==> config.mk <==
export PLATFORM = sky130hd
export DESIGN_NAME = icache_refill
export DESIGN_NICKNAME = d
export VERILOG_FILES = /design/src/rtl/icache_refill_pkg.sv /design/src/rtl/icr_byte_sampler.sv /design/src/rtl/icache_refill.sv
export SDC_FILE = /design/constraint.sdc
export NUM_CORES = 1
export LEC_CHECK = 0
export CAP_MARGIN = 40
export CORE_ASPECT_RATIO = 1.2
export CORE_MARGIN = 8
export CORE_UTILIZATION = 46
export DETAILED_ROUTE_END_ITERATION = 12
export PLACE_DENSITY = 0.78
export SETUP_SLACK_MARGIN = 0.3
export SYNTH_ARGS = -nofsm -noshare
export SYNTH_HDL_FRONTEND = slang
export SYNTH_SLANG_ARGS = --single-unit
export TNS_END_PERCENT = 20
==> constraint.sdc <==
create_clock -name clk_in -period 1.9 [get_ports clk_in]
set_input_delay 0.38 -clock clk_in [delete_from_list [all_inputs] [get_ports clk_in]]
set_output_delay 0.38 -clock clk_in [all_outputs]
set_load 0.01 [all_outputs]
==> src/rtl/icache_refill_pkg.sv <==
// rtl/icache_refill_pkg.sv - shared state encodings and RVC helpers for the icache refill engine
//
// Contents:
//   icr_state_t  refill FSM states (ICR_IDLE, ICR_REQ, ICR_READ, ICR_WRITE)
//   RVC_MASK     opcode bits that are 2'b11 for a full 32-bit instruction
//   IC_WIDTH     cache line width, kept with the other cache-wide constants
//   is_rvc()     true when byte 0 marks a compressed instruction
package icache_refill_pkg;

  typedef enum logic [1:0] {
    ICR_IDLE  = 2'd0,
    ICR_REQ   = 2'd1,
    ICR_READ  = 2'd2,
    ICR_WRITE = 2'd3
  } icr_state_t;

  localparam logic [1:0] RVC_MASK = 2'b11;
  localparam int         IC_WIDTH = 32;

  function automatic logic is_rvc(input logic [7:0] byte0);
    return byte0[1:0] != RVC_MASK;
  endfunction

endpackage

==> src/rtl/icr_byte_sampler.sv <==
// rtl/icr_byte_sampler.sv - read-latency tag pipe that steers memory bytes into the refill buffer
//
// Ports:
//   clk        clock
//   rst        synchronous active-high reset
//   en         global enable; all state holds when low
//   clr        flush; drops in-flight tags and the byte buffer (acts only when en)
//   push_valid a byte address is presented on the bus this cycle
//   push_idx   byte index (0..3) of that address
//   din        memory read data
//   mat_valid  the tag matures this cycle, din holds byte mat_idx
//   mat_idx    byte index of the maturing tag
//   bytes      captured bytes 0..2; byte 3 is consumed straight from din
module icr_byte_sampler #(
  parameter int RD_LATENCY = 1
) (
  input  logic            clk,
  input  logic            rst,
  input  logic            en,
  input  logic            clr,
  input  logic            push_valid,
  input  logic [1:0]      push_idx,
  input  logic [7:0]      din,
  output logic            mat_valid,
  output logic [1:0]      mat_idx,
  output logic [2:0][7:0] bytes
);

  logic [RD_LATENCY-1:0]      tag_v;
  logic [RD_LATENCY-1:0][1:0] tag_i;

  // Bit 0 of the widened vectors is the tag entering this cycle, so a single
  // slice works as the shift for any depth including 1.
  logic [RD_LATENCY:0]        tag_v_all;
  logic [RD_LATENCY:0][1:0]   tag_i_all;

  assign tag_v_all = {tag_v, push_valid};
  assign tag_i_all = {tag_i, push_idx};

  assign mat_valid = tag_v[RD_LATENCY-1];
  assign mat_idx   = tag_i[RD_LATENCY-1];

  always_ff @(posedge clk) begin
    if (rst || (en && clr)) begin
      tag_v <= '0;
      tag_i <= '0;
      bytes <= '0;
    end else if (en) begin
      tag_v <= tag_v_all[RD_LATENCY-1:0];
      tag_i <= tag_i_all[RD_LATENCY-1:0];
      if (mat_valid) begin
        case (mat_idx)
          2'd0:    bytes[0] <= din;
          2'd1:    bytes[1] <= din;
          2'd2:    bytes[2] <= din;
          default: ;
        endcase
      end
    end
  end

endmodule

==> src/rtl/icache_refill.sv <==
// rtl/icache_refill.sv - instruction cache miss-refill engine over a byte-wide memory bus
//
// Optional feature macro: ICR_PERF_EN (adds perf_refills, perf_compressed, perf_flushed)
//
// Ports:
//   clk_in                  clock
//   rst_in                  synchronous active-high reset
//   rdy_in                  global enable; all state holds when low
//   flush_in                abort the current refill
//   miss_valid, miss_addr   refill request, halfword address [31:1]
//   busy                    high whenever not idle
//   mem_req, mem_gnt        bus request / arbiter grant
//   mem_a, mem_din          byte address out, read data in (RD_LATENCY cycles later)
//   write_ic_rdy            one-cycle cache write strobe
//   write_ic_addr           halfword address of the filled entry
//   write_ic_data           instruction, upper half zero when compressed
//   write_ic_is_compressed  byte0[1:0] != 2'b11
//   perf_*                  wrapping event counters (ICR_PERF_EN only)
module icache_refill
  import icache_refill_pkg::*;
#(
  parameter int RD_LATENCY = 1
) (
  input  logic        clk_in,
  input  logic        rst_in,
  input  logic        rdy_in,
  input  logic        flush_in,
  input  logic        miss_valid,
  input  logic [30:0] miss_addr,
  output logic        busy,
  output logic        mem_req,
  input  logic        mem_gnt,
  output logic [31:0] mem_a,
  input  logic [7:0]  mem_din,
  output logic        write_ic_rdy,
  output logic [30:0] write_ic_addr,
  output logic [31:0] write_ic_data,
  output logic        write_ic_is_compressed
`ifdef ICR_PERF_EN
  ,
  output logic [31:0] perf_refills,
  output logic [31:0] perf_compressed,
  output logic [31:0] perf_flushed
`endif
);

  icr_state_t     state;
  logic [30:0]    base;
  logic           issue;      // mem_a currently presents a byte that must be tagged
  logic [1:0]     issue_idx;

  logic           push_valid;
  logic [1:0]     push_idx;
  logic           mat_valid;
  logic [1:0]     mat_idx;
  logic [2:0][7:0] bytes;

  logic           full_go;
  logic           last_byte;
  logic           comp_now;

  // Byte 0 goes out in the grant cycle itself; later bytes follow the issue register.
  always_comb begin
    push_valid = 1'b0;
    push_idx   = issue_idx;
    if (state == ICR_REQ && mem_req && mem_gnt) begin
      push_valid = 1'b1;
      push_idx   = 2'd0;
    end else if (state == ICR_READ && issue) begin
      push_valid = 1'b1;
    end
  end

  icr_byte_sampler #(
    .RD_LATENCY (RD_LATENCY)
  ) u_sampler (
    .clk        (clk_in),
    .rst        (rst_in),
    .en         (rdy_in),
    .clr        (flush_in),
    .push_valid (push_valid),
    .push_idx   (push_idx),
    .din        (mem_din),
    .mat_valid  (mat_valid),
    .mat_idx    (mat_idx),
    .bytes      (bytes)
  );

  // Byte 0 arriving as a full-width opcode releases bytes 2 and 3 immediately,
  // so the decision uses mem_din rather than the registered copy.
  assign full_go   = (state == ICR_READ) && mat_valid && (mat_idx == 2'd0) && !is_rvc(mem_din);
  assign comp_now  = (mat_idx == 2'd1);
  assign last_byte = (state == ICR_READ) && mat_valid &&
                     ((comp_now && is_rvc(bytes[0])) || (mat_idx == 2'd3));

  always_ff @(posedge clk_in) begin
    if (rst_in) begin
      state                  <= ICR_IDLE;
      base                   <= '0;
      issue                  <= 1'b0;
      issue_idx              <= '0;
      busy                   <= 1'b0;
      mem_req                <= 1'b0;
      mem_a                  <= '0;
      write_ic_rdy           <= 1'b0;
      write_ic_addr          <= '0;
      write_ic_data          <= '0;
      write_ic_is_compressed <= 1'b0;
`ifdef ICR_PERF_EN
      perf_refills           <= '0;
      perf_compressed        <= '0;
      perf_flushed           <= '0;
`endif
    end else if (rdy_in) begin
`ifdef ICR_PERF_EN
      // The cache takes the write on any rdy cycle the strobe is up, flush or not.
      if (write_ic_rdy) begin
        perf_refills <= perf_refills + 32'd1;
        if (write_ic_is_compressed) perf_compressed <= perf_compressed + 32'd1;
      end
      if (flush_in && state != ICR_IDLE) perf_flushed <= perf_flushed + 32'd1;
`endif
      if (flush_in) begin
        state        <= ICR_IDLE;
        busy         <= 1'b0;
        mem_req      <= 1'b0;
        write_ic_rdy <= 1'b0;
        issue        <= 1'b0;
      end else begin
        case (state)
          ICR_IDLE: begin
            if (miss_valid) begin
              base    <= miss_addr;
              mem_a   <= {miss_addr, 1'b0};
              state   <= ICR_REQ;
              busy    <= 1'b1;
              mem_req <= 1'b1;
            end
          end
          ICR_REQ: begin
            if (mem_req && mem_gnt) begin
              state     <= ICR_READ;
              issue     <= 1'b1;
              issue_idx <= 2'd1;
              mem_a     <= mem_a + 32'd1;
            end
          end
          ICR_READ: begin
            if (full_go) begin
              issue     <= 1'b1;
              issue_idx <= 2'd2;
              mem_a     <= mem_a + 32'd1;
            end else if (issue) begin
              if (issue_idx == 2'd2) begin
                issue_idx <= 2'd3;
                mem_a     <= mem_a + 32'd1;
              end else begin
                // Byte 1 or byte 3 done; mem_a parks on its last value.
                issue <= 1'b0;
              end
            end
            if (last_byte) begin
              state                  <= ICR_WRITE;
              issue                  <= 1'b0;
              mem_req                <= 1'b0;
              write_ic_rdy           <= 1'b1;
              write_ic_addr          <= base;
              write_ic_is_compressed <= comp_now;
              write_ic_data          <= comp_now ? {16'h0000, mem_din, bytes[0]}
                                                 : {mem_din, bytes[2], bytes[1], bytes[0]};
            end
          end
          ICR_WRITE: begin
            state        <= ICR_IDLE;
            busy         <= 1'b0;
            write_ic_rdy <= 1'b0;
          end
          default: state <= ICR_IDLE;
        endcase
      end
    end
  end

endmodule

After elaboration in Yosys (flattened, before gate mapping)
Cells that the tools add are included.

$add $sub $neg: 1. Multiply operators: 0. Div/mod/pow operators: 0. $lt $le $gt $ge: 0. Eq/ne operators: 16. Shifts and indexed selects: 0. Mux-type cells: 36. Bitwise gates (word level): 1. Reductions and logical operators: 33.

Operator list (count): $mux 32 (6); $pmux 32 s3 (1); $add 32x1->32 const B (1); $mux 2 (9); $reduce_and 3->1 (6); $reduce_and 4->1 (4); $reduce_bool 3->1 (5); $mux 1 (14); $eq 2x2->1 const B (5); $logic_and 1x1->1 (10); $ne 3x3->1 const B (3); $pmux 1 s2 (4); $pmux 2 s4 (1); $reduce_and 7->1 (1); $ne 2x2->1 const B (3); $ne 3x2->1 const B (2); $reduce_and 6->1 (1); $eq 2x1->1 const B (2); $logic_not 2->1 (2); $pmux 2 s2 (1); $logic_or 1x1->1 (2); $ne 2x1->1 const B (1); $reduce_bool 2->1 (1); $logic_not 1->1 (1); $not 1->1 (1).

Flip-flop bits (word level): 162. Latch bits: 0. Bits in writable memories: 0. Memory bits (read-only): 0. Input bits: 45. Output and inout bits: 99. Word-level logic and storage cells: 103. Memories: 0.

Longest topological paths before layout
Gate-level depths: netlist of run 1.

Depth after elaboration: 8. Depth in mapped cells: 10. Mapped depth without buffers: 7.

Hierarchy
A second synthesis of run 1 with hierarchy kept.

Cells, all modules: 885. Area, all modules: 6996.7 µm².

Modules (own cells, without submodules): icache_refill (instances 1, cells an instance 775, area each 5999.5 µm², sequential area each 2702.6 µm²); icr_byte_sampler (instances 1, cells an instance 110, area each 997.2 µm², sequential area each 540.5 µm²).

Least setup slack after synthesis of run 1
OpenSTA, ideal clock, no wires.

Path kind: register to register. Start point: reg state[0]. End point: reg mem_a[24]. Library setup time: 117 ps. Data arrival time: 1909 ps. Data required time: 1783 ps. Slack: -127 ps. Stages on the path, launching flop included: 11. Path buffers: 3. Period minus slack after synthesis: 2027 ps. Cell sequence: dfxtp_1 -> inv_1 -> ha_1 -> clkbuf_1 -> nand2_1 -> o211ai_1 -> and2_1 -> buf_2 -> buf_2 -> o21bai_1 -> a32o_1.

Word-level cells in the longest chain between the ends: 6. Elaborated cells between the ends (all ways): 14. Classes of those cells: eq/ne: 6; mux: 2; reduce/logical: 6.

RTL lines: from (decl) (line icache_refill.sv:47) `icr_state_t state;`; from (signal assigned) (line icache_refill.sv:98) `state <= ICR_IDLE;`; from (signal assigned) (line icache_refill.sv:124) `state <= ICR_IDLE;`; from (signal assigned) (line icache_refill.sv:135) `state <= ICR_REQ;`; $eq 2x2->1 (line icache_refill.sv:91, icache_refill.sv:130); $logic_and 1x1->1 (3 in a row) (line icache_refill.sv:91) `assign full_go = (state == ICR_READ) && mat_valid && (mat_idx == 2'd0) && !is_rvc(mem_din);`; $ne 3x2->1 (no source line) (tied with other cells); $reduce_and 7->1 (no source line) or $pmux 32 s3 (tied branches); to (signal assigned) (line icache_refill.sv:134) `mem_a <= {miss_addr, 1'b0};`; to (signal assigned) (line icache_refill.sv:145) `mem_a <= mem_a + 32'd1;`; to (signal assigned) (line icache_refill.sv:152) `mem_a <= mem_a + 32'd1;`; to (decl) (line icache_refill.sv:33) `output logic [31:0] mem_a,`.

Several ways; a longest one is shown, not always the timed one. A chain may end at the register's enable or synchronous reset.

Worst setup path after layout of run 1
Start point: reg state[1]. End point: reg mem_a[24].

The elaborated chain is that of the path after synthesis.

==> results of run 1 <==
placed cells by master (no fill, tap or decap), types with 7 or more instances in the layout:
master,synthesis,routed
buf_12,0,10
a21oi_1,142,98
a21oi_2,0,44
a211oi_1,21,17
a31oi_1,7,7
buf_4,0,78
clkbuf_16,0,17
nand3_1,30,14
dfxtp_1,162,144
buf_6,0,7
nor2_1,36,33
dlymetal6s2s_1,0,67
nor4_1,10,8
inv_1,13,10
dfxtp_2,0,9
nand2_4,0,20
dfxtp_4,0,9
clkdlybuf4s50_1,0,64
o21ai_0,36,20
nand3_4,0,10
nor2b_1,10,8
nand4_1,8,8
nand2_1,223,200
o21ai_1,0,10
mux2i_1,18,18
registers in the layout, summed over array words and instances (netlist names):
register and cells:
mem_a 32, write_ic_data 32, base 31, write_ic_addr 31, u_sampler.bytes 24, issue_idx 2
state 2, u_sampler.mat_idx 2, busy 1, issue 1, mem_req 1, u_sampler.mat_valid 1
write_ic_is_compressed 1, write_ic_rdy 1
metal layers:
layer  share of wire (%)  wire length (um)  vias up
met3                 6.8              1597       79
met5                   0                 0        -
met4                 4.4              1037        0
met2                  52             12130      303
met1                  37              8755     3482
li1                    -                 -     3456
cells by family after synthesis:
group / after synthesis / share of synthesized area, %
simple gates: 367 / 24.02
flops: 162 / 47.02
buf+inv: 77 / 4.281
fa+ha+maj: 5 / 0.9069
mux: 18 / 2.612
compound gates: 251 / 21.17
stage by stage:
stage                     hold WS (ps)  power (W)  worst slack (ps)
final                            290.6   0.008089            -73.40
after global routing             297.7   0.008325            -125.9
after CTS                        288.6   0.007983             53.68
after detailed placement         442.8   0.004387            -378.2
after global placement           435.8   0.004374            -311.8
after floorplan                  431.2   0.003973             71.00
worst max-delay path, delay by kind of cell (launching register included):
kind	cells	cell delay (ps)
AO/OA/AOI/OAI	3	410
adder cells (fa/ha/maj)	1	160
flip-flops	1	380
buffers and inverters	3	320
AND/OR/NAND/NOR	2	580
timing repair:
item                                    in CTS  in global routing
resized for setup                           47                242
hold buffers                                 0                  0
pin swaps                                    8                 87
endpoints found under the setup margin     170                226
cloned                                       0                  0
buffers inserted                             4                 16
path summary, 6_finish.rpt:
check                                        end  slack, ps  cells past startpoint
worst max-delay path                   mem_a[24]        -70                      9
worst min-delay path                    mem_a[2]        290                      2
worst max register to register         mem_a[24]        -70                      9
worst min register to register  write_ic_addr[0]        450                      2
power groups by stage:
stage / logic [W] / registers, W / clock network [W]
after detailed placement: 0.000781 / 0.00361 / 0
after global routing: 0.000960 / 0.00355 / 0.00381
after global placement: 0.000770 / 0.00360 / 0
after floorplan: 0.000353 / 0.00362 / 0
after CTS: 0.000797 / 0.00353 / 0.00365
final: 0.000907 / 0.00354 / 0.00364
area by class of cell:
cell class,instances,area share [%]
antenna,2,0.04609
clock buffer,17,3.917
clock inverter,15,1.797
inverter,13,0.5300
multi-input combinational,641,37.76
sequential,162,30.28
tap,204,2.350
timing repair buffer,241,23.32
==> qor.txt, run 1 <==
Total Routing Usage GR - 22.14%
clock slew at reported path FFs - 70 ps
Post-Syn Area - 6898 um2
hold path start - rst_in
most common cell in the synthesized netlist - nand2_1
Post-Syn Instances - 880
Min-Delay Path Class - input port to register
fin crit share - 103.9%
CP max stage delay - 380 ps
CTS sink cnt - 162
Switch Pwr - 0.002087 W
pwr/cell area - 744.9 nW/um2
post-route setup slack - -73.40 ps
GR Layer Usage met3 - 5.351%
first-pass GRT wire length - 33.60 mm
R2R Path Start - state[1]
met1 usage - 24.26%
Final Critical Period - 1973 ps
row count - 49
initial antenna violation count - 0
Commonest cells post-synth - 223 x nand2_1, 162 x dfxtp_1, 142 x a21oi_1
initial DRC count - 639
Synth-to-Final Area Change - 57.43%
routed len/inst - 18.16 um
Power Internal - 0.006002 W
M2 GR Usage - 38.52%
Placer Congestion - 0.8964
worst path cell trace - inv_4 > ha_4 > a21boi_4 > nor4_4 > and2_4 > buf_12 > buf_8 > o21bai_1 > a32o_1
number of vias per cell - 5.653
Core ar. - 14840 um2
Comb pwr share - 11.2%
Unique masters post-synth - 54
die width - 127.8 um
Initial Util - 46.49%
endpoint class of the critical path - register
predominant post-synthesis flop cell - dfxtp_1
Max Cap Violations - 0
post-synth top area share - 47.02%
Flop pwr share - 43.8%
DR vias - 7320
io pins - 144
final slew viol count - 0
Hold Vio Cnt, Final - 0
Worst setup startpoint - state[1]
Clock Path Buffers - 2
H-tree Lvls - 4
leading area contributor after synthesis - dfxtp_1
sw frac - 25.80%
Crit path required time - 2220 ps
violated checks - setup timing
Die Ht - 150.1 um
share of cells above drive strength 1 - 25.99%
CTS tree - built
register area - 3288 um2
maximum vdd ir drop - 0.5100 mV
Core Util, Final - 73.19%
Syn Nets - 930
Area contributors post-synth - dfxtp_1 47%, nand2_1 12%, a21oi_1 10%, clkbuf_1 2.8%, mux2i_1 2.6%
gr ovfl total - 0
largest net degree at the start of global routing - 58
Leak - 5.150 nW
worst slew pin tran - 737.5 ps
total iterations of the first detailed-routing run - 6
RSZ-0062 raised after global routing - true
CTS root buf - clkbuf_16
drt total wl - 23.52 mm
Clk network pwr share - 45.0%
worst skew pair latency - 430 ps
CTS Buf Count - 17
die area - 19190 um2
Clock Skew - 6.887 ps
critical path class - register to register
number of synthesized register bits - 162
outcome - finished with violations
Cell Area, Placed - 9140 um2
number of flops mapped to enable cells by yosys - 0
fill cell count - 1037
Final setup viols - 17
Final #Nets - 1126
Antenna Nets Post-Route - 0
CP Data Arrival Time - 2290 ps
post-route insts no fill - 1295
global routing's busiest layer - met2
syn avg cell area - 7.838 um2
synth warn - 0
Fin Setup TNS - -470.5 ps
multi-input logic area - 4100 um2
fin area - 10860 um2
vias in the first global route - 6712
Startpoint Class - register
Slowest-stage cell, CP - dfxtp_4
post-DP HPWL - 15.41 mm
FFs w/ async S/R, synth - 0%
Seq/Total Area, Yosys - 47.02%
buffers added on ports - 143
critical path peak fanout - 8
fmax - 0.5067 GHz
placed cell count - 1241
Rel. slew slack - 50.83%
DRC viols - 0
Power figures use the tool's default switching activity.
==> run 2, diff against run 1 <==
--- a/config.mk
+++ b/config.mk
@@ -5,12 +5,13 @@
 export SDC_FILE = /design/constraint.sdc
 export NUM_CORES = 1
 export LEC_CHECK = 0
+export ABC_AREA = 1
 export CAP_MARGIN = 40
 export CORE_ASPECT_RATIO = 1.2
 export CORE_MARGIN = 8
-export CORE_UTILIZATION = 46
+export CORE_UTILIZATION = 47
 export DETAILED_ROUTE_END_ITERATION = 12
-export PLACE_DENSITY = 0.78
+export PLACE_DENSITY = 0.79
 export SETUP_SLACK_MARGIN = 0.3
 export SYNTH_ARGS = -nofsm -noshare
 export SYNTH_HDL_FRONTEND = slang
==> qor.txt, run 2 <==
outcome - complete, no violations
pwr/cell area - 827.8 nW/um2 (+11%)
commonest non-fill, non-tap cell in the layout - nand2_1
first-pass GRT wire length - 34.50 mm (+2.7%)
Final #Nets - 1259 (+12%)
Placer Congestion - 0.9058 (+1.0%)
syn avg cell area - 6.879 um2 (-12%)
CTS root buf - clkbuf_16
Worst path depth - 1 (-8)
Antenna Nets Post-Route - 0 (unchanged)
Leak - 3.792 nW (-26%)
M2 GR Usage - 39.18% (+0.67 points)
Core ar. - 14960 um2 (+0.83%)
endpoint class of the critical path - output port
Commonest cells post-synth - 285 x nand2_1, 162 x dfxtp_1, 151 x nor2_1
number of flops mapped to enable cells by yosys - 0 (unchanged)
number of vias per cell - 5.288 (-6.5%)
Area contributors post-synth - dfxtp_1 45%, nand2_1 15%, a21oi_1 8.7%, nor2_1 7.9%, o21ai_0 6.3%
FFs w/ async S/R, synth - 0% (unchanged)
Seq/Total Area, Yosys - 45.33% (-1.7 points)
Syn Nets - 1090 (+17%)
synth warn - 0 (unchanged)
die area - 19440 um2 (+1.3%)
hold path depth - 4 (+2)
worst slew pin tran - 826.5 ps (+88.99 ps)
Initial Util - 47.83% (+1.3 points)
placed cell count - 1377 (+11%)
CTS sink cnt - 162 (unchanged)
Unique masters post-synth - 32 (-41%)
fin crit share - 92.63% (-11 points)
WHS - 325.1 ps (+34.53 ps)
fill cell count - 1295 (+25%)
cells on worst reg2reg path - 11 (+2)
maximum vdd ir drop - 0.6251 mV (+23%)
row count - 49 (unchanged)
Fin Setup TNS - 0 ps (+470.5 ps)
Hold Vio Cnt, Final - 0 (unchanged)
Final setup viols - 0 (-17)
Crit path required time - 1520 ps (-700 ps)
Clock Skew - 14.36 ps (+7.474 ps)
global routing's busiest layer - met2
initial DRC count - 632 (-1.1%)
H-tree Lvls - 4 (unchanged)
worst skew pair latency - 430 ps (about the same)
die width - 128.6 um (+0.66%)
post-synth top area share - 45.33% (-1.7 points)
critical path peak fanout - 2 (-6)
routed len/inst - 15.95 um (-12%)
Synth-to-Final Area Change - 39.96%
number of synthesized register bits - 162 (unchanged)
RSZ-0062 raised after global routing - true
predominant post-synthesis flop cell - dfxtp_1
leading area contributor after synthesis - dfxtp_1
CTS tree - built
largest registers - mem_a: 32 flops, write_ic_data: 32 flops
diodes inserted - 0 (-2)
CP max stage delay - 590 ps (+210 ps)
Final Critical Period - 1760 ps (-213.4 ps)
clock slew at reported path FFs - 60 ps (about the same)
DR vias - 7540 (+3.0%)
Post-Syn Area - 7154 um2 (+3.7%)
largest net degree at the start of global routing - 75 (+29%)
Post-Syn Instances - 1040 (+18%)
Slowest-stage cell, CP - clkdlybuf4s50_1
post-DP HPWL - 15.38 mm (-0.20%)
Max Cap Violations - 0 (unchanged)
post-route insts no fill - 1426 (+10%)
drt total wl - 22.75 mm (-3.3%)
met1 usage - 25.40% (+1.1 points)
Total Routing Usage GR - 22.34% (+0.20 points)
worst path cell trace - clkdlybuf4s50_1
GR Layer Usage met3 - 4.579% (-0.77 points)
most common cell in the synthesized netlist - nand2_1
CTS Buf Count - 17 (unchanged)
total iterations of the first detailed-routing run - 8 (+2)
gr ovfl total - 0 (unchanged)
CP delay by family, top - buffers and inverters
share of cells above drive strength 1 - 14.08% (-12 points)
buffers added on ports - 143 (unchanged)
Crit path buffers/inverters - 1 (-2)
vias in the first global route - 7071 (+5.3%)
initial antenna violation count - 0 (unchanged)
Die Ht - 151.2 um (+0.67%)
commonest cells after routing, fill and taps aside - 278 x nand2_1, 143 x nor2_1, 136 x dfxtp_1
DRC viols - 0 (unchanged)
Startpoint Class - register
CP Data Arrival Time - 1380 ps (-910 ps)
fmax - 0.5682 GHz (+12%)
io pins - 144 (unchanged)
Rel. slew slack - 44.90% (-5.9 points)
Min-Delay Path Class - input port to register
Clock Path Buffers - 2 (unchanged)
critical path class - register to output port
final slew viol count - 0 (unchanged)
## run 2: changes by cell type in the layout (fill, tap and decap cells not counted), moves of 46 or more
cell,previous run,this run
clkdlybuf4s50_1,64,110
dlymetal6s2s_1,67,1
inv_1,10,63
nand2_1,200,278
nor2_1,33,143
o21ai_0,20,78
## run 2: worst register-to-register path, cell delays in order (launching register included)
cell	delay, ps
dfxtp_4	360
buf_6	120
ha_4	140
or2_4	260
nor2_4	130
nand3_4	110
inv_4	110
buf_12	110
buf_16	110
nand2_1	60
nand2_1	80
nor2_1	50
## run 2: logic make-up after synthesis
kind of cell	count (synthesis)	synth area share, %
AO/OA/AOI/OAI	240	17.63
adder cells (fa/ha/maj)	5	0.8744
buffers and inverters	127	7.660
flip-flops	162	45.33
AND/OR/NAND/NOR	506	28.51
## run 2: power by group
group          switching (W)  internal [W]
sequential          0.000143       0.00354
clock                0.00146       0.00186
combinational       0.000736      0.000557
## run 2: path summary, 6_finish.rpt
| path | startpoint | end | slack [ps] |
|---|---|---|---|
| worst max register to register | state[1] | mem_a[16] | 170 |
| worst min-delay path | rst_in | write_ic_rdy | 330 |
| worst min register to register | write_ic_rdy | write_ic_rdy | 450 |
| worst max-delay path | write_ic_data[11] | write_ic_data[11] | 140 |
## run 2: stage by stage
| step | area [um2] | util [%] | total power (W) | worst slack, ps |
|---|---|---|---|---|
| 2_1_floorplan | 7158 | - | 0.004369 | 298.1 |
| 3_3_place_gp | 9015 | 60.26 | 0.004891 | -80.26 |
| 3_5_place_dp | 9015 | 60.26 | 0.004903 | -103.3 |
| 4_1_cts | 9728 | 65.03 | 0.008195 | 114.7 |
| 5_1_grt | 10010 | 66.94 | 0.008575 | 104.7 |
| 6_report | 10010 | 66.94 | 0.008289 | 140.0 |
## run 2: timing repair
action,4_1_cts,5_1_grt
endpoints found under the setup margin,199,190
resized for setup,76,59
buffers inserted,5,8
pin swaps,1,12
hold buffers,0,0
cloned,2,2
## run 2: final cells by class
type                            count  area, um2  area share (%)
Sequential cell                   162       3278           32.74
Inverter                           75      300.3           2.999
Tap cell                          204      255.2           2.549
Clock buffer                       19      442.9           4.423
Timing Repair Buffer              201       2078           20.75
Clock inverter                     13      126.4           1.262
Timing Repair inverter              1      7.507         0.07497
Multi-Input combinational cell    751       3525           35.20
## run 2: metal layers
metal	vias to the layer above	wire length (um)
li1	3704	-
met1	3482	9127
met2	288	11340
met3	66	1394
met4	0	885
met5	-	0
